<file path="src/rtl/mpc_kob.sv">
// mpc_kob_pkg: response types shared by the keep-order buffer and its neighbours.
//
// mpc_kob: per-channel keep-order buffer. Grants a rob_id for every load the
// channel issues, collects out-of-order bank responses into the matching slot,
// and hands them back to the channel strictly in issue order.
//
// Ports:
//   clk_i            clock, rising edge
//   rst_i            asynchronous active-high reset
//   alloc_valid_i    channel wants a slot for a new load
//   alloc_ready_o    a free slot exists
//   alloc_id_o       rob_id granted (tail slot), valid while alloc_ready_o
//   rsp_valid_i      bank response valid (always accepted)
//   rsp_i            bank response {channel_id, rob_id, rdata}
//   chan_rsp_valid_o head slot is allocated and filled
//   chan_rsp_ready_i channel accepts the head response
//   chan_rsp_o       head response data (zero while not valid)
//   count_o          slots allocated and not yet popped
//   err_o            sticky: a fill was dropped
package mpc_kob_pkg;
  localparam int DATA_W = 128;

  typedef struct packed {
    logic [1:0]        channel_id;
    logic [2:0]        rob_id;
    logic [DATA_W-1:0] rdata;
  } rc_rsp_t;

  typedef struct packed {
    logic [DATA_W-1:0] rdata;
  } channel_rsp_t;
endpackage

module mpc_kob
  import mpc_kob_pkg::*;
#(
  parameter int         KOB_SIZE   = 8,
  parameter logic [1:0] CHANNEL_ID = 2'd0
) (
  input  logic         clk_i,
  input  logic         rst_i,
  input  logic         alloc_valid_i,
  output logic         alloc_ready_o,
  output logic [2:0]   alloc_id_o,
  input  logic         rsp_valid_i,
  input  rc_rsp_t      rsp_i,
  output logic         chan_rsp_valid_o,
  input  logic         chan_rsp_ready_i,
  output channel_rsp_t chan_rsp_o,
  output logic [3:0]   count_o,
  output logic         err_o
);

  localparam int         PTR_W  = (KOB_SIZE > 1) ? $clog2(KOB_SIZE) : 1;
  localparam logic [3:0] SIZE_C = 4'(KOB_SIZE);

  logic [PTR_W-1:0]    head_q, head_d;
  logic [PTR_W-1:0]    tail_q, tail_d;
  logic [3:0]          count_q, count_d;
  logic [KOB_SIZE-1:0] alloc_q, alloc_d;
  logic [KOB_SIZE-1:0] filled_q, filled_d;
  logic                err_q, err_d;
  logic [DATA_W-1:0]   data_q [KOB_SIZE];

  logic                alloc_fire;
  logic                pop_fire;
  logic                fill_hit;
  logic                fill_ok;
  logic [PTR_W-1:0]    fill_id;

  // Outputs are decoded from registered state only.
  assign alloc_ready_o    = (count_q != SIZE_C);
  assign alloc_id_o       = 3'(tail_q);
  assign chan_rsp_valid_o = alloc_q[head_q] && filled_q[head_q];
  assign chan_rsp_o.rdata = chan_rsp_valid_o ? data_q[head_q] : '0;
  assign count_o          = count_q;
  assign err_o            = err_q;

  assign alloc_fire = alloc_valid_i && alloc_ready_o;
  assign pop_fire   = chan_rsp_valid_o && chan_rsp_ready_i;
  assign fill_hit   = rsp_valid_i && (rsp_i.channel_id == CHANNEL_ID);
  assign fill_id    = rsp_i.rob_id[PTR_W-1:0];

  // A fill is legal only into a slot that was already allocated and still
  // empty before this edge. That makes a fill racing its own allocation, or
  // racing the pop of an already-filled head, a dropped error.
  assign fill_ok = fill_hit
                && ({1'b0, rsp_i.rob_id} < SIZE_C)
                && alloc_q[fill_id]
                && !filled_q[fill_id];

  always_comb begin
    head_d   = head_q;
    tail_d   = tail_q;
    count_d  = count_q;
    alloc_d  = alloc_q;
    filled_d = filled_q;
    err_d    = err_q;

    if (alloc_fire) begin
      alloc_d[tail_q]  = 1'b1;
      filled_d[tail_q] = 1'b0;
      tail_d           = tail_q + PTR_W'(1);
    end

    if (fill_ok) begin
      filled_d[fill_id] = 1'b1;
    end
    if (fill_hit && !fill_ok) begin
      err_d = 1'b1;
    end

    // Head and tail only coincide when empty (no pop) or full (no alloc),
    // so the pop never collides with the alloc update above.
    if (pop_fire) begin
      alloc_d[head_q]  = 1'b0;
      filled_d[head_q] = 1'b0;
      head_d           = head_q + PTR_W'(1);
    end

    case ({alloc_fire, pop_fire})
      2'b10:   count_d = count_q + 4'd1;
      2'b01:   count_d = count_q - 4'd1;
      default: count_d = count_q;
    endcase
  end

  // Control state
  always_ff @(posedge clk_i or posedge rst_i) begin
    if (rst_i) begin
      head_q   <= '0;
      tail_q   <= '0;
      count_q  <= '0;
      alloc_q  <= '0;
      filled_q <= '0;
      err_q    <= 1'b0;
    end else begin
      head_q   <= head_d;
      tail_q   <= tail_d;
      count_q  <= count_d;
      alloc_q  <= alloc_d;
      filled_q <= filled_d;
      err_q    <= err_d;
    end
  end

  // Data storage; contents are qualified by alloc/filled, so no reset.
  always_ff @(posedge clk_i) begin
    if (fill_ok) begin
      data_q[fill_id] <= rsp_i.rdata;
    end
  end

endmodule

</file>
<file path="config.mk">
export PLATFORM = sky130hd
export DESIGN_NAME = mpc_kob
export DESIGN_NICKNAME = d
export VERILOG_FILES = /design/src/rtl/mpc_kob.sv
export SDC_FILE = /design/constraint.sdc
export NUM_CORES = 1
export LEC_CHECK = 0
export ABC_CLOCK_PERIOD_IN_PS = 40300
export BUFFER_PORTS_ARGS = -buffer_cell sky130_fd_sc_hd__buf_2
export CAP_MARGIN = 0
export CORE_MARGIN = 8
export CORE_UTILIZATION = 56
export CTS_BUF_LIST = sky130_fd_sc_hd__clkbuf_8
export DETAILED_ROUTE_END_ITERATION = 12
export PLACE_DENSITY = 0.78
export RECOVER_POWER = 100
export SLEW_MARGIN = 5
export SYNTH_ARGS = -nofsm -noshare
export SYNTH_HDL_FRONTEND = slang
export SYNTH_SLANG_ARGS = --single-unit
</file>
<file path="constraint.sdc">
create_clock -name clk_i -period 40.3 [get_ports clk_i]
set_input_delay 2.015 -clock clk_i [delete_from_list [all_inputs] [get_ports clk_i]]
set_output_delay 2.015 -clock clk_i [all_outputs]
set_load 0.05 [all_outputs]
</file>
Yosys cells after proc, flatten, opt, wreduce, memory -nomap -nowiden
Memory sizes are Yosys's and may differ from the RTL's.
Index checks and enable logic that the tools add are counted.
Storage, ports and cells
  register bits after elaboration: 27
  memory bits (writable): 1024
  input port bits: 138
  word-level logic and storage cells: 64
  memories: 1
Operators by class
  add/sub/neg operators: 4
  order comparisons: 6
  eq/ne operators: 3
  muxes and demuxes: 23
  bitwise gates (word level): 7
  reductions and logical operators: 14
Memories
  data_q: words 8, bits a word 128, read ports 1, clocked after memory_dff 0, wr ports 1, RTL line 63  | logic [DATA_W-1:0] data_q [KOB_SIZE];
Operators by type and width (number)
  128-bit 2-to-1 mux: 1
  8-bit 2-to-1 mux: 5
  8-bit bitwise AND: 3
  8-bit NOT: 2
  8-bit OR: 2
  1-bit binary-select mux with 3-bit select: 4
  3-bit by 4-bit < comparator with 1-bit output (second input constant): 3
  1-bit logical AND: 10
  1-bit demux with 3-bit select: 3
  3-bit by 1-bit >= comparator with 1-bit output (second input constant): 3
  1-bit 2-to-1 mux: 9
  4-bit case mux with 2 select lines: 1
  3-bit by 1-bit adder with 3-bit output (second input constant): 2
  4-bit by 1-bit adder with 4-bit output (second input constant): 1
  4-bit inequality test (second input constant): 1
  4-bit by 1-bit subtractor with 4-bit output (second input constant): 1
  2-bit by 1-bit == test with 1-bit output (second input constant): 1
  2-bit == test (second input constant): 1
  1-bit logical NOT: 2
  2-bit logical NOT: 1
  2-bit nonzero test: 1

Longest topological paths before layout
Gate-level depths: netlist of run 1.
  word-level depth: 11
  mapped depth: 13
  depth with buffers taken out: 11

Worst setup path after synthesis of run 1
No wires, ideal clock.
  path type: input port to flip-flop
  from: in rsp_i[130] in the netlist's numbering
  to: mem data_q[0][0], enable pin
  arrival time: 14.860 ns
  setup slack: 24.507 ns
  cell stages on the path: 4
  cells stage by stage: clkbuf_1 mux4_2 nand3b_1 nor4_1
Between the ends
  longest elaborated chain between the ends: 6
RTL lines
  from (decl): RTL line 46  | input rc_rsp_t rsp_i,
  1-bit binary-select mux with 3-bit select, on equally long branches: RTL line 89, 90
  1-bit 2-to-1 mux, on equally long branches: RTL line 89, 90
  1-bit logical AND or 1-bit logical NOT (tied branches): RTL line 89, 90
  1-bit logical AND: RTL line 90  | && !filled_q[fill_id];
  1-bit 2-to-1 mux: RTL line 149  | if (fill_ok) begin
  1-bit 2-to-1 mux (not written as such): RTL line 150  | data_q[fill_id] <= rsp_i.rdata;
  to (decl): RTL line 63
Several ways; a longest one is shown, not always the timed one. The select of a mux whose other input is x is not followed.

==> run metrics, run 1 <==
status=complete, but fails checks; failing checks=max-capacitance violations, max-slew violations; switching part of the total=about 34%; die area=slightly above 80000 sq um; ys flop type=edfxtp_1; dpl cells=~3000; Total Routing Usage GR=between 20 and 25%; final-report setup violation count=0; P&R area growth vs syn=12.4%; CTS tree=done; post-synthesis area per instance=~23 sq um; number of distinct library cells after synthesis=between 40 and 50; maximum vdd drop=~0.056 mV; Post-synth EDFFs=1024; Root Driver=clkbuf_8; post-cts sizing count=0; TritonCTS Buffers=between 150 and 200; First-pass DRT Iterations=5; relative slew slack=-564%; total global routing overflow=0; sequential share of power=about two fifths; hold_sp=err_o$_DFFE_PP0P_; Worst Hold Slack=between 400 and 500 ps; I/O pin cnt=approximately 280; most frequent cells in the layout=edfxtp_1 (1024), clkbuf_1 (285), mux4_2 (260); Final Wtd Congestion=between 0.8 and 0.9; Worst-Skew Late Latency=~800 ps; DR WL/cell=about 25 um; Final nets=approximately 2300; global-route wire length before repair=~120 mm; Worst Path Arrival=~14000 ps; DRT iter0 DRCs=1639; synthesized area=40400 sq um; # DRC=0; P_sw=roughly 0.0011 W; H-Tree Depth=4; Clock Path Buffers=3; clk sink count=around 1100; crit-path cells=clkbuf_1, inv_1, a211oi_1, or2_0, clkbuf_1, clkbuf_1, nor2_1, clkbuf_1; flop and latch count out of synthesis=approximately 1100; final setup TNS=0 ps; asr flop ratio synth=under 10%; M1 WL=about 33 mm; Post-CTS Setup Bufs=0; Fillers=between 4000 and 5000; Leak=approximately 14 nW; Die Y=around 280 um; fin util=63.6%; Post-Synthesis Cells=between 1500 and 2000; Max FO, Critical Path=between 70 and 80; final std cells w/o fill=3248; Slew @ Worst Pin=about 10000 ps; largest net degree at the start of global routing=130; CP most frequent cell=clkbuf_1; WL final=a little over 80 mm; met2 WL post-DR=approximately 41 mm; Worst setup startpoint=head_q[1]$_DFFE_PP0N_; Final Hold Fails=0; Worst R2R Start=alloc_q[1]$_DFF_PP0_; min Tclk post-route=between 15000 and 20000 ps; Max-cap violations=17; antenna violations before repair=10; clock share of power=approximately 27%; hold-fix buffers at CTS=0; Final Max Tran Viols=approximately 1300; clk slew on worst S/H paths=approximately 60 ps; DP Area=roughly 43000 sq um; Multi-input gate area=around 8500 sq um; register area share after synthesis=roughly 80%; Startpoint Class=flop; Critical Path RT=about 38000 ps; placeable core area=~70000 sq um; post-route cell area=about 45000 sq um; post-DR vias/cell=5.87; critical path capture point type=output port; vias in the first global route=20544; highest clock rate=0.0634 GHz; Setup CP Type=reg -> out; Tcrit/Tclk final=around two fifths; routed vias=~19000; Gate power share=between 30% and 40%; commonest non-fill, non-tap cell in the layout=edfxtp_1; DRT antenna net count=0; P_int=approximately 0.002 W; worst hold path class=reg -> reg; Die Wd=roughly 280 um; met3 wire len=between 5 and 6 mm; power per cell area=approximately 70 nW/um^2; setup skew after layout=just over 30 ps; RSZ-0062 raised after global routing=no; Starting Density=between 50% and 60%; # port buffers=between 200 and 300; Crit-path slowest cell=clkbuf_1; hpwl dp=roughly 43 mm; row count=98; crit-path max cell delay=roughly 3100 ps; Syn Nets=1929; share of cells above drive strength 1=21.7%; Synth warnings=0; highest routed layer=met5; register area=between 30000 and 40000 sq um
-- power by group through the flow --
stage	clock, W	sequential (W)	combinational [W]
after global placement	0	0.00129	0.000993
after detailed placement	0	0.00129	0.00100
after CTS	0.000866	0.00127	0.00101
final	0.000845	0.00127	0.000991
after global routing	0.000912	0.00128	0.00106
after floorplan	0	0.00128	0.000803
-- logic make-up (layout without fill, tap and decap cells) --
logic type               after synthesis  count (layout)  share of synthesized area (%)
other                                  0              12                              0
adder cells (fa/ha/maj)                5               5                          0.155
XOR/XNOR                               8               8                          0.173
AND/OR/NAND/NOR                      190             190                           2.02
buffers and inverters                100             600                           1.32
AO/OA/AOI/OAI                         35              35                          0.696
flip-flops                          1051            1051                           77.7
multiplexers                         397             397                           17.9
-- cell type report --
cell class / count / share of cell area (%)
sequential: 1051 / 69.2
multi-input combinational: 635 / 18.6
clock buffer: 168 / 5.09
timing repair buffer: 304 / 2.64
tap: 950 / 2.62
clock inverter: 121 / 1.75
antenna: 12 / 0.0661
inverter: 7 / 0.0578
-- critical path: cells and delay by family, from the launching register on --
kind	cells	cell delay, ps
DFF	1	2370
and+or+nand+nor	2	1180
AOI/OAI and AO/OA	1	690
buffers and inverters	5	8640
-- cells in the mapped netlist, types with 4 or more instances --
| cell | n | share of area, % |
|---|---|---|
| a21oi_1 | 8 | 0.099 |
| ha_1 | 5 | 0.15 |
| xnor2_1 | 4 | 0.087 |
| clkbuf_1 | 44 | 0.41 |
| mux2i_1 | 133 | 3.3 |
| dfrtp_1 | 27 | 1.7 |
| nor2b_1 | 6 | 0.093 |
| xor2_1 | 4 | 0.087 |
| mux4_2 | 260 | 14 |
| nand2_1 | 10 | 0.093 |
| nand2b_1 | 6 | 0.093 |
| o32a_1 | 10 | 0.25 |
| buf_6 | 15 | 0.42 |
| nor3_1 | 8 | 0.099 |
| nor2_1 | 142 | 1.3 |
| edfxtp_1 | 1024 | 76 |
| inv_1 | 6 | 0.056 |
| buf_2 | 30 | 0.37 |
-- state kept, by name, summed over array words and instances (netlist names) --
register    cells
alloc_q         8
err_o           1
alloc_id_o      3
count_o         4
data_q       1024
head_q          3
filled_q        8
-- metal layers --
| layer | vias to the layer above | track usage, % |
|---|---|---|
| met3 | 128 | 4.58 |
| met2 | 688 | 33.7 |
| met1 | 9993 | 25.8 |
| met5 | - | 0 |
| li1 | 8258 | - |
| met4 | 4 | 6.76 |
-- per-stage QoR --
step | total power, W | worst slack, ps
final | 0.00311 | 24530
after global routing | 0.00325 | 23360
after CTS | 0.00314 | 32570
after detailed placement | 0.00230 | 33440
after global placement | 0.00229 | 33620
after floorplan | 0.00208 | 24510
-- final timing paths --
kind | end | slack [ps] | cells past startpoint
worst max-delay path | chan_rsp_o[93] | 24530 | 8
worst min-delay path | err_o$_DFFE_PP0P_ | 470 | 1
worst max register to register | data_q[3][32]$_DFFE_PP_ | 31480 | 4
worst min register to register | err_o$_DFFE_PP0P_ | 470 | 1
max in group asynchronous | head_q[0]$_DFFE_PP0N_ | 38000 | 2
min in group asynchronous | alloc_id_o[1]$_DFFE_PP0N_ | 1500 | 2
(Power assumes the default switching activity.)
==> run 2, diff against run 1 <==
ABC_CLOCK_PERIOD_IN_PS = 15550   (was 40300)
clock period = 15.55 ns   (was 40.3 ns; I/O delays follow)
==> run 2 against run 1 <==
  * The run still ends with max-capacitance violations, max-slew violations left
  * Count of clock-buffer cells in the layout fell by 2
  * Final cell count barely moved
  * Clock skew rose by 7.5 ps
  * Die area did not move
  * Flip-flop and latch count did not move
  * Power rose to 2.5 times the previous value
  * Critical path type unchanged
  * Highest routed layer unchanged
==> run metrics, run 2 (synthesized netlist as in run 1, its figures left out) <==
status=complete, but fails checks (unchanged); failing checks=max-capacitance violations, max-slew violations (unchanged); Setup CP Type=reg -> out (unchanged); P_sw=0.00274 W (was 0.00106 W); RSZ-0062 raised after global routing=no (unchanged); die area=81000 sq um (unchanged); register area=31400 sq um (unchanged); Gate power share=32.4% (was 31.9%); Worst-Skew Late Latency=800 ps (was 780 ps); Die Wd=285 um (unchanged); row count=98 (unchanged); commonest non-fill, non-tap cell in the layout=edfxtp_1 (unchanged); Multi-input gate area=8470 sq um (was 8460 sq um); total global routing overflow=0 (unchanged); share of cells above drive strength 1=21.8% (was 21.7%); Root Driver=clkbuf_8 (unchanged); reg2reg setup slack=6710 ps (was 31480 ps); Reg2Reg Depth=5 (was 4); largest registers=data_q x1024, alloc_q x8, filled_q x8 (unchanged); Final Max Tran Viols=1126 (was 1253); Critical Path RT=14770 ps (was 38280 ps); post-DR vias/cell=5.90 (was 5.87); Starting Density=56.5% (unchanged); global-route wire length before repair=124 mm (about the same); sequential share of power=41.5% (was 41.0%); relative slew slack=-547% (was -564%); Worst Path Arrival=9610 ps (was 13750 ps); WL final=81.7 mm (was 81.2 mm); final setup TNS=0 ps (unchanged); Fillers=4890 (was 4856); Slew @ Worst Pin=9700 ps (was 9960 ps); clk slew on worst S/H paths=50 ps (was 60 ps); max FFs per register=1024 (unchanged); Final Wtd Congestion=0.826 (was 0.847); largest net degree at the start of global routing=130 (unchanged); Total Routing Usage GR=20.1% (was 20.0%); # port buffers=275 (unchanged); antenna violations before repair=13 (was 10); setup skew after layout=38.4 ps (was 30.9 ps); DRT antenna net count=0 (unchanged); Max-cap violations=15 (was 17); # DRC=0 (unchanged); Startpoint Class=flop (unchanged); post-cts sizing count=0 (unchanged); DR WL/cell=25.2 um (was 25.0 um); Final nets=2307 (unchanged); Die Y=285 um (unchanged); Clock Path Buffers=3 (unchanged); Post-CTS Setup Bufs=0 (unchanged); routed vias=19149 (was 19071); First-pass DRT Iterations=5 (unchanged); min Tclk post-route=10390 ps; most frequent cells in the layout=edfxtp_1 (1024), clkbuf_1 (282), mux4_2 (260) (was edfxtp_1 (1024), clkbuf_1 (285), mux4_2 (260)); Leak=14.2 nW (was 14.3 nW); worst hold path class=in -> async (was reg -> reg); final-report setup violation count=0 (unchanged); dpl ws=9770 ps (was 33440 ps); DRT iter0 DRCs=1595 (was 1639); highest clock rate=approximately 0.096 GHz; placeable core area=71500 sq um (unchanged); clk sink count=1051 (unchanged); Final WS setup=5160 ps (was 24530 ps); switching part of the total=34.6% (was 34.0%); H-Tree Depth=4 (unchanged); hpwl dp=43.1 mm (about the same); maximum vdd drop=0.167 mV (was 0.0559 mV); vias in the first global route=20537 (was 20544); Biggest register=data_q (unchanged); Final Hold Fails=0 (unchanged); power per cell area=175 nW/um^2 (was 68.4 nW/um^2); critical path capture point type=output port (unchanged); CTS tree=done (unchanged); Tcrit/Tclk final=66.8%; I/O pin cnt=276 (unchanged); Max FO, Critical Path=69 (was 71); clock share of power=26.1% (was 27.2%); TritonCTS Buffers=165 (unchanged); P_int=0.00518 W (was 0.00205 W); P&R area growth vs syn=12.0% (was 12.4%); hold-fix buffers at CTS=0 (unchanged)
run 2: cell count changes in the layout (fill, tap and decap cells not counted), moves of 2 or more:
cell	delta
buf_4	+2
bufinv_16	-7
clkbuf_1	-3
clkbuf_8	-2
clkinv_1	-2
clkinv_2	+4
clkinvlp_4	+2
diode_2	-2
inv_1	+4
inv_8	+2
run 2: routing by layer:
layer	up-vias	global-route usage [%]	share of wire, %
met4	8	6.72	2.3
met2	714	33.5	51
met3	167	4.91	7.3
met1	10015	25.9	40
met5	-	0	0.065
li1	8245	-	-
run 2: power groups by stage:
stage               registers [W]  logic, W  clock network [W]
floorplan                 0.00331   0.00208                  0
detailed placement        0.00334   0.00262                  0
global route              0.00330   0.00273            0.00224
finish                    0.00329   0.00257            0.00207
CTS                       0.00329   0.00262            0.00211
global placement          0.00334   0.00259                  0
run 2: cell type report:
| class | count | area share (%) |
|---|---|---|
| clock buffers | 166 | 5.05 |
| well taps | 950 | 2.63 |
| multi-input cells | 635 | 18.7 |
| clock inverters | 122 | 1.38 |
| repair buffers | 304 | 2.67 |
| flip-flops and latches | 1051 | 69.4 |
| diodes | 10 | 0.0553 |
| inverters | 7 | 0.0581 |
run 2: critical path: stages, from the launching register on:
cell and delay, ps:
dfrtp_1 2430, clkbuf_1 2950, mux2i_1 380, a211oi_1 150, a211oi_1 570, or2_4 380
buf_4 580, buf_4 740, nor2_1 160, clkbuf_1 350
run 2: stage by stage:
stage	area, sq um	hold WS [ps]	util, %	instances	power (W)
floorplan	40400	478	-	1786	0.00540
global placement	42800	454	59.9	2947	0.00592
detailed placement	42800	477	59.9	2947	0.00596
CTS	45700	158	64.0	3235	0.00803
global route	45200	264	63.3	3240	0.00827
finish	45300	277	63.3	3245	0.00792
run 2: final timing paths:
| path | from | end |
|---|---|---|
| min in group clk_i | alloc_valid_i | alloc_id_o[2]$_DFFE_PP0N_ |
| worst max-delay path | head_q[1]$_DFFE_PP0N_ | chan_rsp_o[93] |
| worst min register to register | err_o$_DFFE_PP0P_ | err_o$_DFFE_PP0P_ |
| max in group asynchronous | rst_i | head_q[0]$_DFFE_PP0N_ |
| worst min-delay path | rst_i | count_o[1]$_DFFE_PP0P_ |
| worst max register to register | alloc_q[1]$_DFF_PP0_ | filled_q[7]$_DFF_PP0_ |
==> run 3, diff against run 2 <==
ABC_CLOCK_PERIOD_IN_PS = 8770   (was 15550)
PLACE_DENSITY = 0.81   (was 0.78)
clock period = 8.77 ns   (was 15.55 ns; I/O delays follow)
==> run 3 against run 2 <==
  * The flow still finishes with violations (max-capacitance violations, max-slew violations)
  * Clock skew is 4.9 ps higher
  * Count of clock-buffer cells in the layout unchanged
  * Critical path depth down 4
  * Sequential power grew 78%
  * Combinational power up 75%
  * Register-to-register slack got worse by 4600 ps
  * Final cell count increased by 4.3%
  * Highest routed layer unchanged
==> run metrics, run 3 (synthesized netlist as in run 1, its figures left out) <==
met2 WL post-DR=44.4 mm (was 41.4 mm); WL final=85.1 mm (was 81.7 mm); DRT iter0 DRCs=1595 (unchanged); Worst-Skew Late Latency=810 ps (was 800 ps); vias in the first global route=21410 (was 20537); Final nets=2444 (was 2307); Biggest register=data_q (unchanged); global-route wire length before repair=129 mm (was 124 mm); commonest non-fill, non-tap cell in the layout=edfxtp_1 (unchanged); Max FO, Critical Path=46 (was 69); Die Y=285 um (unchanged); final setup TNS=0 ps (unchanged); TritonCTS Buffers=163 (was 165); most frequent cells in the layout=edfxtp_1 (1024), clkbuf_1 (285), mux4_2 (260) (was edfxtp_1 (1024), clkbuf_1 (282), mux4_2 (260)); status=complete, but fails checks (unchanged); hpwl dp=46.7 mm (was 43.1 mm); final-report setup violation count=0 (unchanged); Worst Path Arrival=6940 ps (was 9610 ps); max FFs per register=1024 (unchanged); # port buffers=275 (unchanged); highest clock rate=around 0.15 GHz; critical path capture point type=flop (was output port); largest registers=data_q x1024, alloc_q x8, filled_q x8 (unchanged); Slew @ Worst Pin=4570 ps (was 9700 ps); Die Wd=285 um (unchanged); Reg2Reg Depth=5 (unchanged); register area=31400 sq um (about the same); routed vias=19962 (was 19149); reg2reg setup slack=2130 ps (was 6710 ps); die area=81000 sq um (unchanged); antenna violations before repair=9 (was 13); clk sink count=1051 (unchanged); Clock Path Buffers=3 (unchanged); relative slew slack=-205% (was -547%); Total Routing Usage GR=20.8% (was 20.1%); power per cell area=303 nW/um^2 (was 175 nW/um^2); min Tclk post-route=roughly 6600 ps; fin util=65.3% (was 63.3%); Final Wtd Congestion=0.747 (was 0.826); DRT antenna net count=0 (unchanged); largest net degree at the start of global routing=130 (unchanged); Root Driver=clkbuf_8 (unchanged); R2R Path End=data_q[3][69]$_DFFE_PP_ (was filled_q[7]$_DFF_PP0_); Worst R2R Start=alloc_q[5]$_DFF_PP0_ (was alloc_q[1]$_DFF_PP0_); Multi-input gate area=8470 sq um (about the same); worst hold path class=in -> async (unchanged); CTS tree=done (unchanged); placeable core area=71500 sq um (unchanged); Tcrit/Tclk final=roughly 76%; M1 WL=33.2 mm (was 32.4 mm); Worst Hold Slack=445 ps (was 277 ps); Final Hold Fails=0 (unchanged); Setup CP Type=reg -> reg (was reg -> out); total global routing overflow=0 (unchanged); Final Max Tran Viols=1029 (was 1126); clk slew on worst S/H paths=60 ps (was 50 ps); RSZ-0062 raised after global routing=no (unchanged); Critical Path RT=9070 ps (was 14770 ps); Startpoint Class=flop (unchanged); setup skew after layout=43.2 ps (was 38.4 ps); H-Tree Depth=4 (unchanged); Leak=14.9 nW (was 14.2 nW); share of cells above drive strength 1=20.3% (was 21.8%); I/O pin cnt=276 (unchanged); P&R area growth vs syn=15.6% (was 12.0%); maximum vdd drop=0.258 mV (was 0.167 mV); Max-cap violations=20 (was 15); # DRC=0 (unchanged); DR WL/cell=25.1 um (was 25.2 um); First-pass DRT Iterations=5 (unchanged); met3 wire len=5.95 mm (was 5.93 mm); row count=98 (unchanged); Starting Density=56.5% (unchanged); Fillers=4616 (was 4890); highest routed layer=met5 (unchanged); failing checks=max-capacitance violations, max-slew violations (unchanged); post-DR vias/cell=5.90 (about the same)
run 3: what timing repair did:
item	CTS	global route
gates resized for setup	0	0
hold endpoints to repair	1054	0
hold buffers	133	0
buffers inserted	0	0
run 3: critical path: stages, from the launching register on:
cell	delay, ps
dfrtp_1	410
mux4_2	280
nand3_1	160
nor3_1	300
clkbuf_1	2330
clkbuf_1	2610
run 3: how the worst max path moves through the flow:
stage	start	endpoint	slack, ps	cells past startpoint
after floorplan	rsp_i[130]	data_q[3][0]$_DFFE_PP_	-2030	4
after global placement	head_q[0]$_DFFE_PP0N_	chan_rsp_o[32]	4020	6
after detailed placement	head_q[0]$_DFFE_PP0N_	chan_rsp_o[76]	4000	8
after CTS	head_q[0]$_DFFE_PP0N_	chan_rsp_o[76]	3060	8
after global routing	head_q[0]$_DFFE_PP0N_	chan_rsp_o[76]	1790	8
final	alloc_q[5]$_DFF_PP0_	data_q[3][69]$_DFFE_PP_	2130	5
run 3: per-stage QoR:
stage	setup slack [ps]	std cells	cell area, sq um	total power [W]
floorplan	-2030	1786	40500	0.00956
global placement	4020	2953	42900	0.0105
detailed placement	4000	2953	42900	0.0106
CTS	3060	3377	47200	0.0144
global route	1790	3383	46700	0.0147
finish	2130	3385	46700	0.0142
run 3: cell type report:
type	instances	share of cell area [%]
multi-input combinational	635	18.1
timing repair buffer	443	5.48
inverter	7	0.0562
clock buffer	166	4.89
antenna	8	0.0429
tap	950	2.54
sequential	1051	67.3
clock inverter	125	1.56
run 3: layer usage:
| layer | vias up | global-route usage (%) |
|---|---|---|
| met2 | 823 | 35.9 |
| met3 | 119 | 4.60 |
| met4 | 4 | 6.06 |
| met5 | - | 0 |
| li1 | 8513 | - |
| met1 | 10503 | 26.6 |
run 3: power by group:
group	leakage [nW]	internal (W)	switching (W)
clock network	1.77	0.00195	0.00183
registers	9.53	0.00564	0.000233
logic	3.56	0.00166	0.00284
